<file path="config.mk">
export PLATFORM = sky130hd
export DESIGN_NAME = rip_pipe_ctrl_flat
export DESIGN_NICKNAME = d
export VERILOG_FILES = /design/src/rtl/rip_pipe_ctrl_if.sv /design/src/rtl/rip_pipe_ctrl.sv /design/src/flat_wrapper.sv
export SDC_FILE = /design/constraint.sdc
export NUM_CORES = 1
export LEC_CHECK = 0
export ABC_AREA = 1
export CAP_MARGIN = 30
export CORE_MARGIN = 1
export CORE_UTILIZATION = 45
export CTS_BUF_LIST = sky130_fd_sc_hd__clkbuf_16
export DETAILED_ROUTE_END_ITERATION = 8
export PLACE_DENSITY = 0.77
export SLEW_MARGIN = 20
export SYNTH_ARGS = -nofsm -noshare
export SYNTH_HDL_FRONTEND = slang
export SYNTH_SLANG_ARGS = --single-unit
</file>
<file path="constraint.sdc">
create_clock -name CLK -period 5.23 [get_ports CLK]
set_input_delay 0.523 -clock CLK [delete_from_list [all_inputs] [get_ports CLK]]
set_output_delay 0.523 -clock CLK [all_outputs]
set_load 0.005 [all_outputs]
</file>
<file path="src/rtl/rip_pipe_ctrl_if.sv">
// Issue-stage metadata in, pipeline control out, for rip_pipe_ctrl.
// master = datapath side, slave = controller side.
interface rip_pipe_ctrl_if #(
  parameter int STAGES = 6,
  parameter int REG_W  = 5
);
  logic [REG_W-1:0]  ISSUE_RS1;
  logic [REG_W-1:0]  ISSUE_RS2;
  logic              ISSUE_USE1;
  logic              ISSUE_USE2;
  logic [REG_W-1:0]  ISSUE_RD;
  logic              ISSUE_WEN;
  logic              ISSUE_LOAD;
  logic              REDIRECT;
  logic              FREEZE;
  logic [STAGES-1:0] STAGE_VALID;
  logic [STAGES-1:0] STAGE_EN;
  logic              STALL;
  logic              FLUSH;
  logic [STAGES-1:0] FWD1;
  logic [STAGES-1:0] FWD2;
  logic              RETIRE;
  logic [31:0]       STALL_CNT;

  modport master (
    output ISSUE_RS1, ISSUE_RS2, ISSUE_USE1, ISSUE_USE2,
    output ISSUE_RD, ISSUE_WEN, ISSUE_LOAD,
    output REDIRECT, FREEZE,
    input  STAGE_VALID, STAGE_EN, STALL, FLUSH,
    input  FWD1, FWD2, RETIRE, STALL_CNT
  );

  modport slave (
    input  ISSUE_RS1, ISSUE_RS2, ISSUE_USE1, ISSUE_USE2,
    input  ISSUE_RD, ISSUE_WEN, ISSUE_LOAD,
    input  REDIRECT, FREEZE,
    output STAGE_VALID, STAGE_EN, STALL, FLUSH,
    output FWD1, FWD2, RETIRE, STALL_CNT
  );
endinterface

</file>
<file path="src/rtl/rip_pipe_ctrl.sv">
// N-stage pipeline control: valid tracking, load-use stall, forwarding,
// redirect/freeze priority. Ports: CLK, RST (sync high), pif (slave).
module rip_pipe_ctrl #(
  parameter int STAGES     = 6,
  parameter int REG_W      = 5,
  parameter int ISSUE      = 2,
  parameter int BR_STAGE   = 3,
  parameter int LOAD_STAGE = 5
) (
  input logic            CLK,
  input logic            RST,
  rip_pipe_ctrl_if.slave pif
);

  localparam int M0 = ISSUE + 1;

  logic [STAGES-1:0] valid_q, valid_d;
  logic [REG_W-1:0]  rd_q [STAGES-1:M0];
  logic [REG_W-1:0]  rd_d [STAGES-1:M0];
  logic [STAGES-1:M0] wen_q, wen_d;
  logic [STAGES-1:M0] load_q, load_d;
  logic [31:0]       stall_cnt_q, stall_cnt_d;

  logic [STAGES-1:0] oh1, oh2, ldm, en;
  logic              haz, acc_rdr, stall;

  // Nearest producer per source; scanning oldest-first lets the
  // youngest hit overwrite.
  always_comb begin
    oh1 = '0;
    oh2 = '0;
    ldm = '0;
    for (int s = STAGES-1; s > ISSUE; s--) begin
      ldm[s] = load_q[s] & (s < LOAD_STAGE);
      if (valid_q[s] && wen_q[s] &&
          rd_q[s] == pif.ISSUE_RS1 &&
          pif.ISSUE_RS1 != '0) begin
        oh1    = '0;
        oh1[s] = 1'b1;
      end
      if (valid_q[s] && wen_q[s] &&
          rd_q[s] == pif.ISSUE_RS2 &&
          pif.ISSUE_RS2 != '0) begin
        oh2    = '0;
        oh2[s] = 1'b1;
      end
    end
    haz = (pif.ISSUE_USE1 & |(oh1 & ldm)) |
          (pif.ISSUE_USE2 & |(oh2 & ldm));
    acc_rdr = pif.REDIRECT & valid_q[BR_STAGE] &
              ~pif.FREEZE;
    stall = valid_q[ISSUE] & ~pif.FREEZE &
            ~acc_rdr & haz;
  end

  always_comb begin
    valid_d     = valid_q;
    rd_d        = rd_q;
    wen_d       = wen_q;
    load_d      = load_q;
    en          = '0;
    stall_cnt_d = stall_cnt_q + {31'd0, stall};
    if (!pif.FREEZE) begin
      en         = '1;
      valid_d[0] = 1'b1;
      for (int s = 1; s < STAGES; s++)
        valid_d[s] = valid_q[s-1];
      rd_d[M0]   = pif.ISSUE_RD;
      wen_d[M0]  = pif.ISSUE_WEN;
      load_d[M0] = pif.ISSUE_LOAD;
      for (int s = M0 + 1; s < STAGES; s++) begin
        rd_d[s]   = rd_q[s-1];
        wen_d[s]  = wen_q[s-1];
        load_d[s] = load_q[s-1];
      end
      if (acc_rdr) begin
        for (int s = 1; s <= BR_STAGE; s++)
          valid_d[s] = 1'b0;
      end else if (stall) begin
        // Front holds; a bubble enters just past issue.
        for (int s = 0; s <= ISSUE; s++) begin
          valid_d[s] = valid_q[s];
          en[s]      = 1'b0;
        end
        valid_d[M0] = 1'b0;
        rd_d[M0]    = '0;
        wen_d[M0]   = 1'b0;
        load_d[M0]  = 1'b0;
      end
    end
  end

  always_ff @(posedge CLK) begin
    if (RST) begin
      valid_q     <= '0;
      wen_q       <= '0;
      load_q      <= '0;
      stall_cnt_q <= '0;
      for (int s = M0; s < STAGES; s++)
        rd_q[s] <= '0;
    end else begin
      valid_q     <= valid_d;
      wen_q       <= wen_d;
      load_q      <= load_d;
      stall_cnt_q <= stall_cnt_d;
      for (int s = M0; s < STAGES; s++)
        rd_q[s] <= rd_d[s];
    end
  end

  assign pif.STAGE_VALID = valid_q;
  assign pif.STAGE_EN    = RST ? '0 : en;
  assign pif.STALL       = stall;
  assign pif.FLUSH       = acc_rdr;
  assign pif.FWD1 = (pif.ISSUE_USE1 && !stall) ? oh1 : '0;
  assign pif.FWD2 = (pif.ISSUE_USE2 && !stall) ? oh2 : '0;
  assign pif.RETIRE      = valid_q[STAGES-1] & ~pif.FREEZE;
  assign pif.STALL_CNT   = stall_cnt_q;

endmodule

</file>
<file path="src/flat_wrapper.sv">
// flat-port wrapper written by rule: the top's interface ports become plain ports
module rip_pipe_ctrl_flat 
#(
  parameter int STAGES     = 6,
  parameter int REG_W      = 5,
  parameter int ISSUE      = 2,
  parameter int BR_STAGE   = 3,
  parameter int LOAD_STAGE = 5
)
  (CLK, RST, pif_ISSUE_RS1, pif_ISSUE_RS2, pif_ISSUE_USE1, pif_ISSUE_USE2, pif_ISSUE_RD, pif_ISSUE_WEN, pif_ISSUE_LOAD, pif_REDIRECT, pif_FREEZE, pif_STAGE_VALID, pif_STAGE_EN, pif_STALL, pif_FLUSH, pif_FWD1, pif_FWD2, pif_RETIRE, pif_STALL_CNT);
  rip_pipe_ctrl_if #(.STAGES(STAGES), .REG_W(REG_W)) pif_i ();
  input logic CLK;
  input logic RST;
  input wire logic [$bits(pif_i.ISSUE_RS1)-1:0] pif_ISSUE_RS1;
  input wire logic [$bits(pif_i.ISSUE_RS2)-1:0] pif_ISSUE_RS2;
  input wire logic [$bits(pif_i.ISSUE_USE1)-1:0] pif_ISSUE_USE1;
  input wire logic [$bits(pif_i.ISSUE_USE2)-1:0] pif_ISSUE_USE2;
  input wire logic [$bits(pif_i.ISSUE_RD)-1:0] pif_ISSUE_RD;
  input wire logic [$bits(pif_i.ISSUE_WEN)-1:0] pif_ISSUE_WEN;
  input wire logic [$bits(pif_i.ISSUE_LOAD)-1:0] pif_ISSUE_LOAD;
  input wire logic [$bits(pif_i.REDIRECT)-1:0] pif_REDIRECT;
  input wire logic [$bits(pif_i.FREEZE)-1:0] pif_FREEZE;
  output wire logic [$bits(pif_i.STAGE_VALID)-1:0] pif_STAGE_VALID;
  output wire logic [$bits(pif_i.STAGE_EN)-1:0] pif_STAGE_EN;
  output wire logic [$bits(pif_i.STALL)-1:0] pif_STALL;
  output wire logic [$bits(pif_i.FLUSH)-1:0] pif_FLUSH;
  output wire logic [$bits(pif_i.FWD1)-1:0] pif_FWD1;
  output wire logic [$bits(pif_i.FWD2)-1:0] pif_FWD2;
  output wire logic [$bits(pif_i.RETIRE)-1:0] pif_RETIRE;
  output wire logic [$bits(pif_i.STALL_CNT)-1:0] pif_STALL_CNT;
  assign pif_i.ISSUE_RS1 = pif_ISSUE_RS1;
  assign pif_i.ISSUE_RS2 = pif_ISSUE_RS2;
  assign pif_i.ISSUE_USE1 = pif_ISSUE_USE1;
  assign pif_i.ISSUE_USE2 = pif_ISSUE_USE2;
  assign pif_i.ISSUE_RD = pif_ISSUE_RD;
  assign pif_i.ISSUE_WEN = pif_ISSUE_WEN;
  assign pif_i.ISSUE_LOAD = pif_ISSUE_LOAD;
  assign pif_i.REDIRECT = pif_REDIRECT;
  assign pif_i.FREEZE = pif_FREEZE;
  assign pif_STAGE_VALID = pif_i.STAGE_VALID;
  assign pif_STAGE_EN = pif_i.STAGE_EN;
  assign pif_STALL = pif_i.STALL;
  assign pif_FLUSH = pif_i.FLUSH;
  assign pif_FWD1 = pif_i.FWD1;
  assign pif_FWD2 = pif_i.FWD2;
  assign pif_RETIRE = pif_i.RETIRE;
  assign pif_STALL_CNT = pif_i.STALL_CNT;
  rip_pipe_ctrl #(.STAGES(STAGES), .REG_W(REG_W), .ISSUE(ISSUE), .BR_STAGE(BR_STAGE), .LOAD_STAGE(LOAD_STAGE)) u_core (.CLK(CLK), .RST(RST), .pif(pif_i));
endmodule
</file>
==> impl_results.md <==
* Detailed Place HPWL at 6080 um
* Slowest cell on crit path: clkdlybuf4s50_1
* Critical Path AT at 3.70 ns
* Endpoint class of the critical path: register
* Hold_buf cts at 0
* Sw frac at 22.5%
* Share of cells above drive strength 1 at between 10% and 20%
* Initial antenna violation count at 0
* Flop pwr share at approximately two fifths
* Clock Sink Count at 58
* Inserted Diodes at 0
* Most common cell in the synthesized netlist: nand2_1
* Vias in the first global route at 2,940
* Rel. slew slack at a little under half
* Synth cell count leaders: nand2_1, inv_1, dfxtp_1, nor2_1, a21oi_1
* Sw Pwr at 263 uW
* CTS Buffer Depth at 2
* Postcts setup bufs at 0
* RR Startpoint: u_core.pif.STAGE_VALID[3]
* Nets@finish at ~560
* Crit path max-delay family: simple AND/OR/NAND/NOR gates
* Post-route insts no fill at 638
* P_leak at ~1.7 nW
* Post_cts resized at 0
* Pre-antenna DRT Iters at 4
* CTS tree: done
* Internal power at about 900 uW
* Syn avg cell area at approximately 7.0 sq um
* Worst Path Max Fanout at 7
* Final worst slack at approximately 1.7 ns
* Vias at approximately 3,200
* Clock Latency Late Sink at around 0.33 ns
* Min-Delay Path Class: reg -> reg
* Root Buffer: clkbuf_16
* Synth area leaders: dfxtp_1, nand2_1, inv_1, nor2_1, a21oi_1
* Global Route Usage Sum at between 20% and 30%
* RSZ-0062 raised after global routing: false
* Cells after synthesis at 462
* Starting Density at 46.8%
* DP Cell Count at 622
* Clock power share at about 52%
* Logic gate share of total power at around 8.5%
* Prevailing post-synth register cell: dfxtp_1
* R2R depth at 25
* Placed inst area at roughly 4000 sq um
* WL per Instance at about 13 um
* Core box area at between 6000 and 7000 sq um
* Critical path depth at 25
* Worst-margin pin slew at between 0.8 and 0.9 ns
* Crit share post-route at 66.6%
* Die area at 7490 sq um
* Mapped Area at approximately 3200 sq um
* Routed WL at 8250 um
* Setup TNS Final at 0 ns
* Max-Cap Viols at 0
* Port bufs at 75
* First-pass GRT wire length at ~13,000 um
* Final Hold Viols at 0
* Max Clock Freq at ~290 MHz
* FF+latch count, synth at 58
* Synth unique cells at 36
* Most used cell along the critical path: nand2_1
* Num CTS Buffers at 9
* Clock Skews at between 0.007 and 0.008 ns
* Fill cell count at a little over 600
* Crit path capture: u_core.pif.STALL_CNT[28]
* H-Tree Depth at 3
* Min-delay src: u_core.pif.STALL_CNT[19]
* Startpoint types: primary input
* Rows at 30
* Worst Path Buf+Inv at 3
* Status: completed
* Die H at just under 90 um
* Maximum VDD drop at between 0.00015 and 0.0002 V
* Total grt overflow at 0
* Worst setup path start: pif_ISSUE_RS1[1]
* EDFF count, synth at 0
* Routability Congestion at about 0.86
* Post-DRT Antenna Nets at 0
* Slew Limit Fails at 0
* Largest net degree at the start of global routing at 25
* Final Cell Area at approximately 4300 sq um
* Seq/Total Area, Yosys at a little over a third
* Vias per Instance at 4.94
* Pwr dens at between 200 and 300 nW/um^2
* Synth area leader: dfxtp_1
* FFs w/ async S/R, synth at 0%
* Critical path type: in -> reg
* Clock-pin slew on the worst setup and hold paths at approximately 0.050 ns
* Req. time, crit path at ~5.5 ns
* Ports at 82
* Final min period at 3.48 ns
* Synthesis-to-layout area growth at 34.3%
* CP max stage delay at between 0.5 and 0.6 ns
* Count of final setup violators at 0
* Yosys warns at 0
* Final Total Pwr at ~1.2 mW
* DIE WIDTH at just under 90 um
* Place WS at between 1 and 1.5 ns
* R2R Setup Slk at approximately 2.1 ns
* Yosys top cell area share at 36.1%
* Worst flop-to-flop path endpoint: u_core.pif.STALL_CNT[28]
* DRC Markers at 0
* Initial drt markers at 131
-- worst min-delay path by stage --
stage	end	slack (ns)	cells after the start
floorplan	u_core.pif.STALL_CNT[19]	0.45	2
finish	u_core.pif.STALL_CNT[19]	0.47	2
global placement	u_core.pif.STALL_CNT[19]	0.45	2
detailed placement	u_core.pif.STALL_CNT[19]	0.46	2
CTS	u_core.pif.STALL_CNT[19]	0.47	2
global route	u_core.pif.STAGE_VALID[0]	0.49	2
-- registers in the layout, summed over array words and instances, names as in the netlist --
name,cells
u_core.rd_q,15
u_core.wen_q,3
u_core.pif.STAGE_VALID,6
u_core.load_q,2
u_core.pif.STALL_CNT,32
-- power by group through the flow --
| stage | Sequential [mW] | Clock (mW) | Combinational, mW |
|---|---|---|---|
| global route | 0.459 | 0.633 | 0.109 |
| detailed placement | 0.467 | 0 | 0.0976 |
| floorplan | 0.465 | 0 | 0.0607 |
| global placement | 0.467 | 0 | 0.0968 |
| finish | 0.458 | 0.611 | 0.0993 |
| CTS | 0.458 | 0.614 | 0.0990 |
-- cells by family (layout without fill, tap and decap cells) --
kind of cell             count (synthesis)  after routing  share of synthesized area [%]
buffers and inverters                   98            173                           12.7
flip-flops                              58             58                           36.1
other                                    1              6                          0.117
XOR/XNOR                                15             15                           4.08
AND/OR/NAND/NOR                        218            218                           32.4
adder cells (fa/ha/maj)                  2              2                          0.777
AO/OA/AOI/OAI                           70             70                           13.8
-- layout make-up --
class                           count  area, sq um  share of cell area [%]
Clock buffer                        9          225                    5.21
Clock inverter                      7         86.3                    2.00
Tap cell                           96          120                    2.78
Inverter                           81          304                    7.04
Multi-Input combinational cell    311         1670                    38.6
Timing Repair Buffer               76          758                    17.5
Sequential cell                    58         1160                    26.9
-- layout by cell type, fill, tap and decap left out, types with 2 or more instances in the layout --
cell type / netlist / routed
nand2_1: 104 / 104
clkdlybuf4s50_1: 0 / 75
inv_1: 71 / 73
dfxtp_1: 58 / 58
nor2_1: 46 / 46
a21oi_1: 25 / 25
nand3_1: 23 / 23
o21ai_0: 16 / 16
o22ai_1: 13 / 13
xnor2_1: 11 / 11
inv_2: 10 / 10
clkbuf_16: 0 / 9
nor2_2: 8 / 8
nand2_2: 7 / 7
o22ai_2: 7 / 7
nor3_1: 6 / 6
conb_1: 1 / 6
nand4_1: 5 / 5
o21a_1: 5 / 5
xor2_1: 4 / 4
nor2_4: 4 / 4
nand3_2: 3 / 3
nand2_8: 2 / 2
nor4_1: 2 / 2
nor3_2: 2 / 2
nand3b_1: 2 / 2
o31ai_1: 2 / 2
ha_1: 2 / 2
bufinv_16: 0 / 2
clkinvlp_4: 0 / 2
-- per-layer routing --
metal | up-vias | part of all wire [%] | global-route usage (%)
met1 | 1431 | 45 | 28.2
li1 | 1603 | - | -
met2 | 104 | 48 | 38.3
met3 | 14 | 4.8 | 3.43
met5 | - | 0 | 0
met4 | 0 | 2.1 | 12.0
-- worst min-delay path, stage by stage (launching register included) --
cell and delay (ns):
dfxtp_1 0.32, inv_1 0.05, a21oi_1 0.05
-- metrics by stage --
step / hold WS, ns / utilization, %
4_1_cts: 0.471 / 62.9
3_5_place_dp: 0.461 / 58.4
5_1_grt: 0.488 / 62.9
3_3_place_gp: 0.451 / 58.4
2_1_floorplan: 0.453 / -
6_report: 0.468 / 62.9
(Power assumes the default switching activity.)
